<file path="config.mk">
export PLATFORM = sky130hd
export DESIGN_NAME = result_collector
export DESIGN_NICKNAME = d
export VERILOG_FILES = /design/src/rtl/result_collector_pkg.sv /design/src/rtl/result_fifo_mem.sv /design/src/rtl/result_collector.sv
export SDC_FILE = /design/constraint.sdc
export NUM_CORES = 1
export LEC_CHECK = 0
export CAP_MARGIN = 20
export CELL_PAD_IN_SITES_DETAIL_PLACEMENT = 1
export CELL_PAD_IN_SITES_GLOBAL_PLACEMENT = 2
export CORE_ASPECT_RATIO = 1.25
export CORE_MARGIN = 4
export CORE_UTILIZATION = 43
export DETAILED_ROUTE_END_ITERATION = 10
export GPL_TIMING_DRIVEN = 0
export PLACE_DENSITY_LB_ADDON = 0.1
export SETUP_SLACK_MARGIN = 0.02
export SKIP_CTS_REPAIR_TIMING = 1
export SYNTH_ARGS = -nofsm -noshare
export SYNTH_HDL_FRONTEND = slang
export SYNTH_SLANG_ARGS = --single-unit
</file>
<file path="constraint.sdc">
create_clock -name clock -period 6.8 [get_ports clock]
set_clock_uncertainty 0.2 [all_clocks]
set_input_delay 1.02 -clock clock [delete_from_list [all_inputs] [get_ports clock]]
set_output_delay 1.02 -clock clock [all_outputs]
set_load 0.03 [all_outputs]
</file>
<file path="src/rtl/result_collector_pkg.sv">
// rtl/result_collector_pkg.sv - shared widths, limits and sizing helper for the result collector
package result_collector_pkg;

    localparam int RESULT_WIDTH    = 33;
    localparam int CARRY_CNT_WIDTH = 16;
    localparam logic [CARRY_CNT_WIDTH-1:0] CARRY_CNT_MAX = 16'hFFFF;

    // Occupancy needs one bit more than the pointers so that "full" (== DEPTH)
    // is distinguishable from "empty" (== 0).
    function automatic int cnt_width(input int depth);
        return $clog2(depth) + 1;
    endfunction

endpackage

</file>
<file path="src/rtl/result_fifo_mem.sv">
// rtl/result_fifo_mem.sv - DEPTH x DATA_W register array, one write port, async read port
//
// Ports:
//   clock    in   rising-edge clock
//   wr_en    in   write strobe
//   wr_addr  in   write index
//   wr_data  in   write data
//   rd_addr  in   read index
//   rd_data  out  combinational read of entry rd_addr
//
// Contents are deliberately not reset; occupancy tracking in the parent
// guarantees a location is written before it is ever presented as valid.
module result_fifo_mem #(
    parameter int DATA_W = 33,
    parameter int DEPTH  = 4
) (
    input  logic                     clock,
    input  logic                     wr_en,
    input  logic [$clog2(DEPTH)-1:0] wr_addr,
    input  logic [DATA_W-1:0]        wr_data,
    input  logic [$clog2(DEPTH)-1:0] rd_addr,
    output logic [DATA_W-1:0]        rd_data
);

    logic [DATA_W-1:0] mem_q [DEPTH];

    always_ff @(posedge clock) begin
        if (wr_en) begin
            mem_q[wr_addr] <= wr_data;
        end
    end

    assign rd_data = mem_q[rd_addr];

endmodule

</file>
<file path="src/rtl/result_collector.sv">
// rtl/result_collector.sv - buffers caller results in a FIFO and counts carry-set results
//
// Optional feature macro: RESULT_COLLECTOR_PARITY_EN (adds stored even parity
// per entry and the io_out_parity output).
//
// Ports:
//   clock, reset    single clock, synchronous active-high reset
//   io_in_*         producer side valid/ready/bits
//   io_out_*        consumer side valid/ready/bits (head of FIFO)
//   io_count        current occupancy, 0..DEPTH
//   io_clear        zeroes io_carryCount (wins over a same-cycle increment)
//   io_carryCount   saturating count of accepted results with bit WIDTH-1 set
//   io_out_parity   (macro only) stored parity of head entry, gated by io_out_valid
module result_collector
    import result_collector_pkg::*;
#(
    parameter int WIDTH = RESULT_WIDTH,
    parameter int DEPTH = 4
) (
    input  logic                       clock,
    input  logic                       reset,
    input  logic                       io_in_valid,
    output logic                       io_in_ready,
    input  logic [WIDTH-1:0]           io_in_bits,
    output logic                       io_out_valid,
    input  logic                       io_out_ready,
    output logic [WIDTH-1:0]           io_out_bits,
    output logic [cnt_width(DEPTH)-1:0] io_count,
    input  logic                       io_clear,
    output logic [CARRY_CNT_WIDTH-1:0] io_carryCount
`ifdef RESULT_COLLECTOR_PARITY_EN
    ,
    output logic                       io_out_parity
`endif
);

    localparam int PTR_W = $clog2(DEPTH);
    localparam int CNT_W = cnt_width(DEPTH);
    localparam logic [CNT_W-1:0] FULL_CNT = CNT_W'(DEPTH);

`ifdef RESULT_COLLECTOR_PARITY_EN
    localparam int ENTRY_W = WIDTH + 1;
`else
    localparam int ENTRY_W = WIDTH;
`endif

    logic [PTR_W-1:0]           wr_ptr_q;
    logic [PTR_W-1:0]           rd_ptr_q;
    logic [CNT_W-1:0]           count_q;
    logic [CARRY_CNT_WIDTH-1:0] carry_q;

    logic               push;
    logic               pop;
    logic [ENTRY_W-1:0] wr_entry;
    logic [ENTRY_W-1:0] rd_entry;

    // Ready/valid come only from the occupancy register, so a full FIFO
    // refuses a push even when the consumer pops in the same cycle.
    assign io_in_ready  = (count_q != FULL_CNT);
    assign io_out_valid = (count_q != '0);
    assign push         = io_in_valid && io_in_ready;
    assign pop          = io_out_valid && io_out_ready;

    // Pointer and occupancy tracking. Pointers are exactly log2(DEPTH) bits
    // so they wrap from DEPTH-1 to 0 without explicit compare.
    always_ff @(posedge clock) begin
        if (reset) begin
            wr_ptr_q <= '0;
            rd_ptr_q <= '0;
            count_q  <= '0;
        end else begin
            if (push) begin
                wr_ptr_q <= wr_ptr_q + PTR_W'(1);
            end
            if (pop) begin
                rd_ptr_q <= rd_ptr_q + PTR_W'(1);
            end
            case ({push, pop})
                2'b10:   count_q <= count_q + CNT_W'(1);
                2'b01:   count_q <= count_q - CNT_W'(1);
                default: count_q <= count_q;
            endcase
        end
    end

    // Carry counter: clear has priority, then saturating increment on a
    // pushed result whose top bit is set. Pops never touch it.
    always_ff @(posedge clock) begin
        if (reset) begin
            carry_q <= '0;
        end else if (io_clear) begin
            carry_q <= '0;
        end else if (push && io_in_bits[WIDTH-1] && (carry_q != CARRY_CNT_MAX)) begin
            carry_q <= carry_q + CARRY_CNT_WIDTH'(1);
        end
    end

`ifdef RESULT_COLLECTOR_PARITY_EN
    assign wr_entry = {^io_in_bits, io_in_bits};
`else
    assign wr_entry = io_in_bits;
`endif

    result_fifo_mem #(
        .DATA_W (ENTRY_W),
        .DEPTH  (DEPTH)
    ) u_mem (
        .clock   (clock),
        .wr_en   (push),
        .wr_addr (wr_ptr_q),
        .wr_data (wr_entry),
        .rd_addr (rd_ptr_q),
        .rd_data (rd_entry)
    );

    assign io_out_bits   = rd_entry[WIDTH-1:0];
    assign io_count      = count_q;
    assign io_carryCount = carry_q;

`ifdef RESULT_COLLECTOR_PARITY_EN
    assign io_out_parity = io_out_valid & rd_entry[WIDTH];
`endif

endmodule

</file>
---- Word-level counts from Yosys, hierarchy flattened ----
Memories as Yosys holds them, arrays and structs flattened. A register that Yosys moved wholly into a read port is not among the register bits.
Cells that the tools add are included.
operators by class
  add/subtract/negate cells ............... 5
  multiply operators ...................... 0
  divide/modulo/power cells ............... 0
  magnitude comparators ................... 0
  equality and inequality tests ........... 4
  shifts and indexed selects .............. 0
  multiplexer cells ....................... 5
  bitwise operators ....................... 0
  reductions and logical operators ........ 7
operator list
  kind                                              number
  adder 16 x 1 -> 16 bit, second input constant     1
  inequality test 16 bit, second input constant     1
  case mux 3 bit (2 select lines)                   1
  adder 2 x 1 -> 2 bit, second input constant       2
  logical AND 1 bit                                 4
  two-way mux 2 bit                                 2
  adder 3 x 1 -> 3 bit, second input constant       1
  inequality test 3 bit, second input constant      1
  nonzero test 3 bit                                1
  subtractor 3 x 1 -> 3 bit, second input constant  1
  == test 2 x 1 -> 1 bit, second input constant     1
  == test 2 bit, second input constant              1
  two-way mux 1 bit                                 2
  nonzero test 2 bit                                1
  OR reduction 2 bit                                1
storage, ports and cells
  flip-flop bits (word level) ............. 23
  bits in latches ......................... 0
  memory bits (writable) .................. 132
  ROM bits ................................ 0
  bits of input ports ..................... 38
  output and inout bits ................... 54
  memories ................................ 1
memory list
  name         depth  width  rd ports  clocked after memory_dff  write ports  line                   source
  u_mem.mem_q  4      33     1         1                         1            result_fifo_mem.sv:25  logic [DATA_W-1:0] mem_q [DEPTH];

---- Logic depth before layout (Yosys ltp) ----
  word-level depth ........................ 4
  mapped depth ............................ 9

---- By module ----
Synthesis repeated with hierarchy kept, for this count alone.
unflattened totals
  cells, all modules ...................... 314
  area, all modules ....................... 6013.3 sq um
by module, submodules not included
  module            instances  cells each  area each (sq um)  sequential area each (sq um)
  result_fifo_mem   1          177         4839.6             3963.8
  result_collector  1          137         1173.6             460.4

---- Worst setup path before layout ----
OpenSTA, ideal clock, no wires.
  kind .................................... register to register
  from .................................... register count_q[2], in the netlist io_count[2]
  to ...................................... register count_q[2], in the netlist io_count[2]
  arrival ................................. 2.492 ns
  slack ................................... 4.038 ns
  cell stages (with the launch flop) ...... 10
  path buffers ............................ 1
  period minus slack after synthesis ...... 2.762 ns
  cell sequence ........................... dfxtp_1 > or3b_4 > buf_2 > nand2_1 > ha_1 > inv_1 > fa_1 > xor2_1 > or3_1 > a21oi_1
between the ends
  word-level cells in the longest chain between the ends .. 4
  elaborated cells between the ends (all ways) .. 10
RTL lines
  item                                                                   line                    source
  start, declared                                                        result_collector.sv:49  logic [CNT_W-1:0] count_q;
  start signal, assigned                                                 result_collector.sv:79  2'b10: count_q <= count_q + CNT_W'(1);
  start signal, assigned                                                 result_collector.sv:80  2'b01: count_q <= count_q - CNT_W'(1);
  start signal, assigned                                                 result_collector.sv:81  default: count_q <= count_q;
  inequality test 3 bit *                                                result_collector.sv:59  assign io_in_ready = (count_q != FULL_CNT);
  via io_in_ready                                                        result_collector.sv:23  output logic io_in_ready,
  logical AND 1 bit *                                                    result_collector.sv:61  assign push = io_in_valid && io_in_ready;
  == test 2 x 1 -> 1 bit or == test 2 bit (tied branches)                result_collector.sv:78  case ({push, pop})
  case mux 3 bit (2 select lines) or nonzero test 2 bit (tied branches)  -
Mark *: on every way through the listed nets, which the timed path passes. The rest lies on a longest branch.
A chain may end at the register's enable or synchronous reset.

==> reports/qor.txt <==
SYNTH
------------------------------------------------------------------------------------------------------
Post-synth top flop                                                                       sky130_fd_sc_hd__edfxtp_1
Number of warnings printed during yosys synthesis                                                    0
Dominant combinational cell family by area after synthesis                                multiplexers
Number of instances in the synthesized netlist                                                     325
Average cell area after synthesis                                                            18.82 um2
Proportion of synthesized chip area in sequential cells                                         0.7300
Xor-xnor portion of the synthesized cell area                                                 0.007160
Adder and majority gate portion of the synthesized area                                        0.01555
Cells taking the most area after synthesis                                                sky130_fd_sc_hd__edfxtp_1 65%, sky130_fd_sc_hd__mux4_2 12%, sky130_fd_sc_hd__dfxtp_1 8.2%, sky130_fd_sc_hd__ha_1 1.2%, sky130_fd_sc_hd__a21oi_1 1.1%
Post-synthesis instance area                                                                  6116 um2
Area share of the leading cell type in the synthesized netlist                                  0.6481
Multiplexer share of the synthesized area                                                       0.1232
Post-synthesis cell type count                                                                      43
Number of flops mapped to enable cells by yosys                                                    132
Most instantiated library cell after synthesis                                            sky130_fd_sc_hd__edfxtp_1
Largest area contributor in the netlist                                                   sky130_fd_sc_hd__edfxtp_1
Syn_nets                                                                                           370
Synthesized flop and latch total                                                                   157
Synthesized-area fraction occupied by and/or/nand/nor cells                                    0.07426
Complex-gate fraction of the synthesized area                                                  0.03805
Top post-synthesis cells by count                                                         132 x sky130_fd_sc_hd__edfxtp_1, 33 x sky130_fd_sc_hd__mux4_2, 25 x sky130_fd_sc_hd__dfxtp_1
Async set-or-reset flop fraction in the synthesized netlist                                          0

FLOORPLANNING
------------------------------------------------------------------------------------------------------
Boundary Pins                                                                                       92
Core region area                                                                             13870 um2
Core Rows                                                                                           48
Effective utilization at floorplan                                                              0.4408
Die X                                                                                         114.7 um
DIE AREA                                                                                     16210 um2
Die Span Y                                                                                    141.3 um

DRT
------------------------------------------------------------------------------------------------------
Met3 wire len                                                                                   595 um
Average detailed-routed wire length per instance                                              20.26 um
Detailed-route via count                                                                          3388
Detailed-routing wirelength on met1                                                           5.114 mm
DRT iter0 DRCs                                                                                     130
Highest Signal Layer                                                                              met4
Vias per cell                                                                                    5.404
Overall routed net length                                                                     12.70 mm
DRC violation count after routing                                                                    0
Number of detailed-route iterations in the first pass                                                4
Routed wl met2                                                                                6.887 mm
Count of antenna-violating nets left after detailed routing                                          0

CLOCK TREE
------------------------------------------------------------------------------------------------------
H-Tree Depth                                                                                         4
Clock sink count                                                                                   157
Root buf cell                                                                             sky130_fd_sc_hd__clkbuf_16
Clock latency on the worst-skew pair                                                            410 ps
Clock Path Buffers                                                                                   2
TritonCTS clock tree                                                                             built
Clock transition at the register clock pins on the worst setup and hold paths after CTS          70 ps
Number of clock buffers inserted by TritonCTS                                                       17

TIMING
------------------------------------------------------------------------------------------------------
Accumulated negative setup slack                                                                  0 ps
Post-route setup slack                                                                         2882 ps
Worst slew margin relative to its limit                                                         0.5917
Total of endpoints with negative setup slack in the final report                                     0
Fin crit period                                                                                3918 ps
Setup repair after global routing missed its margin                                                 no
Maximum achievable frequency                                                                 255.2 MHz
Tcrit/Tclk final                                                                                0.5762
Max Slew Vio Count                                                                                   0
Number of failing hold endpoints at the final stage                                                  0
Final-layout worst hold slack                                                                 313.0 ps
Worst-Margin Slew                                                                             612.5 ps

CELLS AND AREA
------------------------------------------------------------------------------------------------------
Area growth, synth to finish                                                                    29.09%
Proportion of layout cells with a drive suffix above 1                                          0.2058
Ant diodes                                                                                           0
Final Core Density                                                                              0.5691
Nets                                                                                               484
Total non-filler cell area in the finished layout                                             7895 um2
Layout filler cell count                                                                          1283
Number of standard cells in the layout, taps in and fillers out                                    627

GRT
------------------------------------------------------------------------------------------------------
Wire length of the first global-routing pass                                                  20.11 mm
Overall track demand over capacity in global routing                                            0.1655
Total global routing overflow                                                                        0
Number of global-route vias before repair                                                         3754
Maximum number of pins on one net before global-route repair                                        32
Number of antenna violations at the first check in global routing                                    0

POWER AND IR DROP
------------------------------------------------------------------------------------------------------
P_leak                                                                                        2.568 nW
Worst IR Drop VDD                                                                          0.0002086 V
Power density of the placed cells                                                         367.6 nW/um2
Overall power of the completed layout                                                         2.902 mW

WORST HOLD PATH
------------------------------------------------------------------------------------------------------
Type of the most critical hold path                                                         reg -> reg

PLACEMENT
------------------------------------------------------------------------------------------------------
Routability cong.                                                                               0.7803
IO buf count                                                                                        91
Dpl ws                                                                                         3250 ps
DP HPWL                                                                                       8.606 mm
Area after detailed placement                                                                 7338 um2
Placed Instances                                                                                   595

SETUP PATH
------------------------------------------------------------------------------------------------------
Required time of the critical path                                                             5580 ps
Critical path peak fanout                                                                           10
Arrival @ worst endpoint                                                                       2700 ps
Path type of the worst setup path                                                           reg -> out
Crit start category                                                                           register
Critical path capture point type                                                          primary output

RUN STATUS
------------------------------------------------------------------------------------------------------
Status                                                                                    complete, no violations

RUN
------------------------------------------------------------------------------------------------------
Reported max-cap violation count                                                                     0

[cell families after synthesis]
logic type                 after synthesis
buffers and inverters                   17
adders and majority gates                7
muxes                                   34
xor gates and xnor gates                 5
DFF                                    157
and+or+nand+nor                         70
AOI/OAI and AO/OA                       35
[worst paths after layout]
kind / slack (ps) / cells past startpoint / to / startpoint
min: 310 / 2 / wr_ptr_q[1] / wr_ptr_q[1]
max: 2880 / 4 / io_out_bits[26] / register
min reg2reg: 310 / 2 / wr_ptr_q[1] / wr_ptr_q[1]
max reg2reg: 4070 / 9 / io_count[2] / io_count[2]
[layout make-up]
type                            count  area, um2  share of cell area
Tap cell                          175      219.0             0.02773
Inverter                            5      18.77            0.002377
Multi-Input combinational cell    151       1584              0.2006
Buffer                             12      53.80            0.006815
Timing Repair Buffer               95      998.5              0.1265
Clock buffer                       17      425.4             0.05388
Sequential cell                   157       4464              0.5655
Clock inverter                     15      131.4             0.01664
[sequential cells by signal, indices dropped and copies added, names as in the netlist, named ones only]
signal	flops
u_mem.mem_q	132
io_count	3
wr_ptr_q	2
io_carryCount	16
rd_ptr_q	2
[worst max-delay path, cell delays in order (launching register included)]
cell                              delay, ps
sky130_fd_sc_hd__dfxtp_1                310
sky130_fd_sc_hd__clkbuf_1               350
sky130_fd_sc_hd__buf_2                  420
sky130_fd_sc_hd__mux4_2                 560
sky130_fd_sc_hd__clkdlybuf4s50_1        640
[layer usage]
metal  vias to the layer above  global-route usage
li1                       1565                   -
met1                      1747              0.1899
met2                        71              0.2956
met3                         5             0.04693
met4                         0             0.05441
met5                         -                   0
[where the power goes]
part           leakage, nW  switching [mW]  internal [mW]
sequential            1.41          0.0334           1.15
clock                0.272           0.398          0.479
combinational        0.883           0.461          0.385
total                 2.57           0.892           2.01
[layout by cell type, fill, tap and decap left out, drive strengths merged, types with 2 or more instances in the layout]
cell and instances:
ha 6, or3 7, nor2 11, o41ai 2
a31oi 2, clkinv 7, clkdlybuf4s50 91, dfxtp 25
inv 12, edfxtp 132, nand4 7, o21ai 5
clkbuf 24, and4 4, o311ai 2, nand2 15
mux4 33, a21oi 13, xor2 3, buf 9
and2 3, a41o 2, and3 7, xnor2 2
o31ai 6, nand3 4, or2 2, or4 6
Note: power is estimated with default switching activity, not from simulation.
==> RTL edit: new RTL, same settings <==
`DEPTH` is set to 4 in 2 places; all go to 8.
--- a/src/rtl/result_fifo_mem.sv
+++ b/src/rtl/result_fifo_mem.sv
@@ -14,3 +14,3 @@
     parameter int DATA_W = 33,
-    parameter int DEPTH  = 4
+    parameter int DEPTH  = 8
 ) (
--- a/src/rtl/result_collector.sv
+++ b/src/rtl/result_collector.sv
@@ -17,3 +17,3 @@
     parameter int WIDTH = RESULT_WIDTH,
-    parameter int DEPTH = 4
+    parameter int DEPTH = 8
 ) (
Ports: changed (resized io_count); port bits go from 92 to 93. The function was not compared with the original's and may differ.
==> RTL edit against the original RTL <==
Worst setup slack worse by 0.49 ns. Total power up 67%. Global-route usage up 0.53 points. Largest cell class unchanged. Wire length up 95%. Design area up 77%. Largest power group unchanged. Via count up 72%. Sequential cell count up 136. Area after synthesis up 87%.
==> RTL edit: results (changes against the original RTL) <==
| Quantity | Reported | Delta |
|:---|:---|:---|
| Status | complete, no violations | unchanged |
| Area post-placement | 13100 um2 | was 7340 um2 |
| Switching power share of the total | 0.271 | was 0.307 |
| Max H-tree Level | 1 | was 4 |
| Port Buf Inserts | 92 | was 91 |
| Internal portion of total power | 3.53 mW | was 2.01 mW |
| Worst ir drop on vdd | 0.193 mV | was 0.209 mV |
| Synth area leaders | sky130_fd_sc_hd__edfxtp_1, sky130_fd_sc_hd__mux4_2, sky130_fd_sc_hd__dfxtp_1, sky130_fd_sc_hd__mux2_2, sky130_fd_sc_hd__ha_1 | was sky130_fd_sc_hd__edfxtp_1, sky130_fd_sc_hd__mux4_2, sky130_fd_sc_hd__dfxtp_1, sky130_fd_sc_hd__ha_1, sky130_fd_sc_hd__a21oi_1 |
| Largest net degree at the start of global routing | 24 | was 32 |
| Post-placement cell count | 1012 | was 595 |
| Longest Clk Path Bufs | 3 | was 2 |
| Cell count after synthesis | 557 | was 325 |
| Setup slack after placement | 2.89 ns | was 3.25 ns |
| HPWL after detailed placement | 16.4 mm | was 8.61 mm |
| Overall routed net length | 24.8 mm | was 12.7 mm |
| Number of buffers inserted during clock tree synthesis | 30 | was 17 |
| Number of iterations in the first detailed-routing pass | 5 | was 4 |
| Hold path startpoint | io_carryCount[7]$_SDFFE_PP0P_ | was wr_ptr_q[1]$_SDFFE_PP0P_ |
| EDFF count, synth | 264 | was 132 |
| Worst slew margin relative to its limit | 0.297 | was 0.592 |
| Fraction of layout instances using a drive strength above 1 | 0.262 | was 0.206 |
| CP arrival | 3.18 ns | was 2.70 ns |
| Reg-to-Reg Start | io_count[1]$_SDFFE_PP0P_ | was io_count[2]$_SDFFE_PP0P_ |
| Drt via density | 5.45 | was 5.40 |
| GRT Overall Usage | 0.171 | was 0.166 |
| Filler cells | 2388 | was 1283 |
| Count of vias placed by the detailed router | 5821 | was 3388 |
| Commonest cells in the synthesized netlist | sky130_fd_sc_hd__edfxtp_1, sky130_fd_sc_hd__mux4_2, sky130_fd_sc_hd__mux2_2 | was sky130_fd_sc_hd__edfxtp_1, sky130_fd_sc_hd__mux4_2, sky130_fd_sc_hd__dfxtp_1 |
| Logic pwr share | 0.253 | was 0.291 |
| Number of nets at the end of the flow | 748 | was 484 |
| Number of different library cells in the post-synthesis netlist | 43 | unchanged |
| Cell area after layout | 14000 um2 | was 7900 um2 |
| Via count of the first global-routing pass | 6470 | was 3754 |
| Clock network power consumption | 1.51 mW | was 0.877 mW |
| Drt initial violations | 342 | was 130 |
| Flip-flop count of the largest register after layout | 264 | was 132 |
[RTL edit: changes by cell type in the layout (fill, tap and decap cells not counted), moves of 6 or more]
| cell | unedited run | this run |
|---|---|---|
| sky130_fd_sc_hd__clkbuf_1 | 7 | 19 |
| sky130_fd_sc_hd__mux2_2 | 0 | 34 |
| sky130_fd_sc_hd__mux4_2 | 33 | 66 |
| sky130_fd_sc_hd__inv_6 | 6 | 0 |
| sky130_fd_sc_hd__clkbuf_16 | 17 | 31 |
| sky130_fd_sc_hd__edfxtp_1 | 132 | 264 |
| sky130_fd_sc_hd__and3_2 | 6 | 0 |
| sky130_fd_sc_hd__buf_4 | 1 | 7 |
| sky130_fd_sc_hd__buf_6 | 0 | 14 |
[RTL edit: final cells by class]
class / count / area (um2) / share of cell area
well taps: 340 / 425 / 0.0304
flip-flops and latches: 293 / 8510 / 0.608
plain buffers: 26 / 143 / 0.0102
multi-input cells: 236 / 2800 / 0.200
repair buffers: 115 / 1200 / 0.0856
clock buffers: 45 / 868 / 0.0620
inverters: 2 / 7.51 / 0.000536
clock inverters: 11 / 50.0 / 0.00357
[RTL edit: through the flow]
stage                     hold slack [ns]   util
after detailed placement            0.292  0.501
final                               0.302  0.537
after CTS                           0.303  0.537
after global placement              0.269  0.489
after global routing                0.329  0.537
after floorplan                     0.254      -
[RTL edit: critical path, cell delays in order, from the launching register on]
cell	delay (ns)
sky130_fd_sc_hd__dfxtp_1	0.41
sky130_fd_sc_hd__buf_2	0.31
sky130_fd_sc_hd__clkbuf_1	0.63
sky130_fd_sc_hd__mux4_2	0.42
sky130_fd_sc_hd__mux2_2	0.29
sky130_fd_sc_hd__clkdlybuf4s50_1	0.60
[RTL edit: logic make-up (layout without fill, tap and decap cells)]
kind of cell | after synthesis | count (layout) | share of synthesized area
simple gates | 86 | 86 | 0.0439
fa+ha+maj | 6 | 6 | 0.00658
buf+inv | 28 | 199 | 0.0132
mux | 105 | 105 | 0.168
xor+xnor | 7 | 7 | 0.00537
flops | 293 | 293 | 0.746
compound gates | 32 | 32 | 0.0173
[RTL edit: per-layer routing]
metal  global-route usage  share of wire  vias to the layer above
met4               0.0323          0.012                        0
met3               0.0339          0.043                       23
met5                    0              0                        -
li1                     -              -                     2606
met2                0.299           0.51                      122
met1                0.225           0.43                     3070
[RTL edit: final timing paths]
| check | endpoint | slack, ns | cells past startpoint |
|---|---|---|---|
| setup / recovery | io_out_bits[18] | 2.40 | 5 |
| hold / removal | io_carryCount[7]$_SDFFE_PP0P_ | 0.30 | 2 |
| setup reg to reg | io_count[2]$_SDFFE_PP0P_ | 3.94 | 11 |
| hold reg to reg | io_carryCount[7]$_SDFFE_PP0P_ | 0.30 | 2 |
